### config.mk
export PLATFORM = sky130hd
export DESIGN_NAME = mem_bus_master
export DESIGN_NICKNAME = d
export VERILOG_FILES = /design/src/rtl/mem_bus_master_pkg.sv /design/src/rtl/mem_bus_master.sv
export SDC_FILE = /design/constraint.sdc
export NUM_CORES = 1
export LEC_CHECK = 0
export CORE_MARGIN = 2
export CORE_UTILIZATION = 45
export DETAILED_ROUTE_END_ITERATION = 10
export PLACE_DENSITY = 0.84
export SETUP_SLACK_MARGIN = 0.4
export SLEW_MARGIN = 10
export SYNTH_ARGS = -nofsm -noshare
export SYNTH_HDL_FRONTEND = slang
export SYNTH_SLANG_ARGS = --single-unit
### constraint.sdc
create_clock -name clk -period 2.9 [get_ports clk]
set_clock_uncertainty 0.15 [all_clocks]
set_input_delay 0.58 -clock clk [delete_from_list [all_inputs] [get_ports clk]]
set_output_delay 0.58 -clock clk [all_outputs]
set_load 0.005 [all_outputs]
### src/rtl/mem_bus_master_pkg.sv
// Shared types and constants for the memory bus master.
// Macro MEM_BUS_BURST_EN: when defined, the BURST state exists in the state type.
package mem_bus_master_pkg;

  localparam int ADDR_W    = 4;
  localparam int DATA_W    = 8;
  localparam int MEM_DEPTH = 16;

`ifdef MEM_BUS_BURST_EN
  typedef enum logic [2:0] {
    IDLE   = 3'd0,
    SETUP  = 3'd1,
    STROBE = 3'd2,
    RECOV  = 3'd3,
    BURST  = 3'd4
  } state_t;
`else
  typedef enum logic [2:0] {
    IDLE   = 3'd0,
    SETUP  = 3'd1,
    STROBE = 3'd2,
    RECOV  = 3'd3
  } state_t;
`endif

endpackage

### src/rtl/mem_bus_master.sv
// mem_bus_master: bridges a core request/response handshake to a simple
// asynchronous-read memory with a level-sensitive write strobe (sta1).
//
// Ports:
//   clk, rst            clock, async active-high reset
//   req, wr, burst      access request (sampled in IDLE only), direction, burst read
//   addr, wdata         start address, write data
//   busy, done          access in progress, end-of-access pulse
//   rvalid, rdata       read beat pulse, last captured read data
//   address1, dataout_mp, sta1, datain_mp   memory side
//
// Macro MEM_BUS_BURST_EN: compiles in burst reads (BURST state). Without it
// the burst input is ignored and every read is a single read.
//
// All outputs come straight from flops. The write strobe is only raised one
// edge after address/data were loaded and is followed by WR_RECOVERY cycles
// with address/data still held, so sta1 never overlaps an address/data change.
module mem_bus_master
  import mem_bus_master_pkg::*;
#(
  parameter int BURST_LEN   = 4,  // read beats per burst, 2..8
  parameter int WR_RECOVERY = 1   // sta1-low cycles after a strobe, 1..3
) (
  input  logic              clk,
  input  logic              rst,
  input  logic              req,
  input  logic              wr,
  input  logic              burst,
  input  logic [0:ADDR_W-1] addr,
  input  logic [0:DATA_W-1] wdata,
  output logic              busy,
  output logic              done,
  output logic              rvalid,
  output logic [0:DATA_W-1] rdata,
  output logic [0:ADDR_W-1] address1,
  output logic [0:DATA_W-1] dataout_mp,
  output logic              sta1,
  input  logic [0:DATA_W-1] datain_mp
);

  state_t            state, state_n;
  logic              wr_q, wr_n;
  logic [1:0]        rec_q, rec_n;
  logic              busy_n, done_n, rvalid_n, sta1_n;
  logic [0:DATA_W-1] rdata_n, dataout_n;
  logic [0:ADDR_W-1] address1_n;

`ifdef MEM_BUS_BURST_EN
  logic              burst_q, burst_n;
  logic [3:0]        beat_q, beat_n;
`else
  logic              unused_burst;
  assign unused_burst = burst;
`endif

  always_ff @(posedge clk or posedge rst) begin
    if (rst) begin
      state      <= IDLE;
      wr_q       <= 1'b0;
      rec_q      <= '0;
      busy       <= 1'b0;
      done       <= 1'b0;
      rvalid     <= 1'b0;
      sta1       <= 1'b0;
      rdata      <= '0;
      address1   <= '0;
      dataout_mp <= '0;
`ifdef MEM_BUS_BURST_EN
      burst_q    <= 1'b0;
      beat_q     <= '0;
`endif
    end else begin
      state      <= state_n;
      wr_q       <= wr_n;
      rec_q      <= rec_n;
      busy       <= busy_n;
      done       <= done_n;
      rvalid     <= rvalid_n;
      sta1       <= sta1_n;
      rdata      <= rdata_n;
      address1   <= address1_n;
      dataout_mp <= dataout_n;
`ifdef MEM_BUS_BURST_EN
      burst_q    <= burst_n;
      beat_q     <= beat_n;
`endif
    end
  end

  always_comb begin
    // hold everything; pulses and the strobe default low
    state_n    = state;
    wr_n       = wr_q;
    rec_n      = rec_q;
    busy_n     = busy;
    done_n     = 1'b0;
    rvalid_n   = 1'b0;
    sta1_n     = 1'b0;
    rdata_n    = rdata;
    address1_n = address1;
    dataout_n  = dataout_mp;
`ifdef MEM_BUS_BURST_EN
    burst_n    = burst_q;
    beat_n     = beat_q;
`endif
    case (state)
      IDLE: begin
        if (req) begin
          address1_n = addr;
          dataout_n  = wdata;
          wr_n       = wr;
`ifdef MEM_BUS_BURST_EN
          burst_n    = burst & ~wr;  // a write never bursts
`endif
          busy_n     = 1'b1;
          state_n    = SETUP;
        end
      end
      SETUP: begin
        if (wr_q) begin
          sta1_n  = 1'b1;
          state_n = STROBE;
`ifdef MEM_BUS_BURST_EN
        end else if (burst_q) begin
          // first beat; address1 doubles as the burst address counter
          rdata_n    = datain_mp;
          rvalid_n   = 1'b1;
          address1_n = address1 + ADDR_W'(1);
          beat_n     = 4'd1;
          state_n    = BURST;
`endif
        end else begin
          rdata_n  = datain_mp;
          rvalid_n = 1'b1;
          done_n   = 1'b1;
          busy_n   = 1'b0;
          state_n  = IDLE;
        end
      end
      STROBE: begin
        rec_n   = '0;
        state_n = RECOV;
      end
      RECOV: begin
        if (rec_q == 2'(WR_RECOVERY - 1)) begin
          done_n  = 1'b1;
          busy_n  = 1'b0;
          state_n = IDLE;
        end else begin
          rec_n = rec_q + 2'd1;
        end
      end
`ifdef MEM_BUS_BURST_EN
      BURST: begin
        rdata_n    = datain_mp;
        rvalid_n   = 1'b1;
        address1_n = address1 + ADDR_W'(1);
        beat_n     = beat_q + 4'd1;
        if (beat_q == 4'(BURST_LEN - 1)) begin
          done_n  = 1'b1;
          busy_n  = 1'b0;
          state_n = IDLE;
        end
      end
`endif
      default: begin
        busy_n  = 1'b0;
        state_n = IDLE;
      end
    endcase
  end

endmodule

==> results.toml <==
[global_routing]
grt_pass1_vias = 783
grt.overflow.total = 0
grt_pass1_wl_um = 3380
antenna_found_initial = 0
grt.total_usage_pct = 16.3
grt_max_degree = 30

[cts]
post-cts-setup-buffers = 0
cts_buffers = 5
cts_resized = 0
clkLatencyLatePin_ns = 0.30
htree_levels = 2
cts_hold_buf = 0
clock-root-buffer = "clkbuf_4"
clk_path_buf_depth = 2
clock_sinks = 29
cts_tree = "yes"
clk_pin_slew_ns = 0.09

[final_layout]
multi_input_area_um2 = 394
fillers = 177
stdcell_area_mm2 = 0.00174
area_growth_pct = 47.9
layout-drive-gt1-share_pct = 26.7
antenna_cells = 0
nets = 156
ff_latch_area_um2 = 726

[critical_path]
startpoint_type = "register"
r2r_slack_ns = 1.26
slowest_delay_ns = 0.50
path_class = "reg -> out"
reg2reg_depth = 3
crit_chain = "clkdlybuf4s50_1"
critPathMaxFanout = 2
worstSetupEndpointType = "primary output"
critPathArrivalTime_ns = 1.18
r2r-start = "state[0]$_DFFE_PP0P_"
crit_slowest_cell = "clkdlybuf4s50_1"
critical_path_required_ns = 2.17
r2r-end = "rdata[5]$_DFFE_PP0P_"
critPathBufInv = 1
cpLargestDelayFamily = "buffers and inverters"

[synth]
ys_types = 21
async_flop_share_pct = 100
yosys.area.top_type = "dfrtp_1"
synth_compound_area_share_pct = 3.94
yosysTopAreaCellShare_pct = 61.8
muxShareOfSynthArea_pct = 23.3
synth_adder_area_share_pct = 1.07
synth_top_family_by_area = "multiplexers"
synth-simple-area-share_pct = 5.22
ys.flop_type = "dfrtp_1"
synth_xor_area_share_pct = 0
ys_ff_latch = 29
synth-seq-area-share_pct = 61.8
syn_avg_cell_area_um2 = 15.4
synth_enable_flop_cells = 0
yosys_warnings = 0
synthTopCellsByArea = "dfrtp_1, mux2_4, mux2_2"
synth_common_cells = "dfrtp_1, mux2_2, mux2_4"
syn-instance-count = 76
synth_most_common_cell = "dfrtp_1"
synth_fp_nets = 102
synth_area_mm2 = 0.00117

[drt]
drt_iter0_markers = 8
route.met3.wl_um = 235
wire_per_inst_um = 13.8
met1Wirelength_um = 906
wl_met2_um = 1080
route.detailed.drc = 0
vias = 787
drt-vias-per-instance = 4.89
dr.pass1.iters = 4
routed_wl_um = 2220
highest_layer = "met3"
ant_nets = 0

[timing]
worst_pin_slew_ns = 0.456
drv_slew = 0
hold_violations = 0
finalCritPeriodShare_pct = 65.9
setup-violations-final = 0
period_needed_ns = 1.91
fmax_ghz = 0.523
relSlewSlack_pct = 69.5
rsz0062_at_grt = "no"
finalSetupTns_ns = 0
setup_slack_ns = 0.989

[placement]
port_buffers = 47
dp_hpwl_um = 1630
dpl-instance-area_mm2 = 0.00167
post-place-ws_ns = 0.770
gp_congestion = 0.671

[power]
ir_drop_v = 0.000563
powerDensity_mw_per_mm2 = 992
leakage_nw = 0.763

[floorplanning]
fp.coreArea_mm2 = 0.00248
start_util_pct = 47.4
die_area_mm2 = 0.00303
rows = 18
die_h_um = 55.1
fp.dieW_um = 55.1
io_pins = 49

[min_path]
min_from = "rdata[6]$_DFFE_PP0P_"
min_path_type = "reg -> reg"
holdPathEnd = "rdata[6]$_DFFE_PP0P_"
hold_path_depth = 1

[job]
drv_cap = 0

[status]
outcome = "completed"
## state kept, by name, indices dropped and copies added, names as in the netlist
signal / count
rdata: 8
rec_q: 2
done: 1
wr_q: 1
dataout_mp: 8
state: 2
sta1: 1
rvalid: 1
address1: 4
busy: 1
## worst max-delay path by stage
stage,startpoint,endpoint,cells after the start
2_1_floorplan,req,address1[0]$_DFFE_PP0P_,4
3_3_place_gp,req,wr_q$_DFFE_PP0P_,4
3_5_place_dp,req,address1[1]$_DFFE_PP0P_,4
4_1_cts,address1[0]$_DFFE_PP0P_,address1[0],1
5_1_grt,dataout_mp[5]$_DFFE_PP0P_,dataout_mp[5],1
6_report,address1[0]$_DFFE_PP0P_,address1[0],1
## power by group
| part | switching, mW | internal [mW] |
|---|---|---|
| clock network | 0.128 | 0.140 |
| logic | 0.216 | 0.534 |
| registers | 0.113 | 0.591 |
| total | 0.457 | 1.27 |
## cell families after synthesis
logic type	count (synthesis)
DFF	29
muxes	21
and+or+nand+nor	10
buffers and inverters	8
AOI/OAI and AO/OA	7
adders and majority gates	1
## layer usage
layer  track usage (%)  vias to the layer above
met5                 0                        -
met4              6.10                        0
met3              6.99                        0
met2              26.6                       32
met1              18.9                      383
li1                  -                      372
## stage by stage
stage / utilization (%) / hold WS (ns) / instances / power [mW]
6_report: 70.1 / 0.360 / 161 / 1.72
5_1_grt: 70.1 / 0.385 / 161 / 1.85
4_1_cts: 70.1 / 0.365 / 161 / 1.75
3_5_place_dp: 67.2 / 0.344 / 153 / 1.47
3_3_place_gp: 67.2 / 0.324 / 153 / 1.45
2_1_floorplan: - / 0.307 / 76 / 1.07
## cells in the final DEF (no fill, tap or decap), types with 2 or more instances in the layout
cell type,instances
buf_4,2
clkbuf_4,5
clkbuf_8,2
clkdlybuf4s50_1,47
dfrtp_1,29
inv_1,4
inv_2,2
mux2_2,11
mux2_4,10
nand2_1,3
o21ai_0,3
## layout make-up
class	count	share of cell area, %
Multi-Input combinational cell	39	22.7
Timing Repair Buffer	49	28.0
Tap cell	30	2.16
Sequential cell	29	41.8
Clock buffer	7	3.75
Inverter	6	1.30
Clock inverter	1	0.288
No activity file was read; power rests on OpenSTA's default activity.
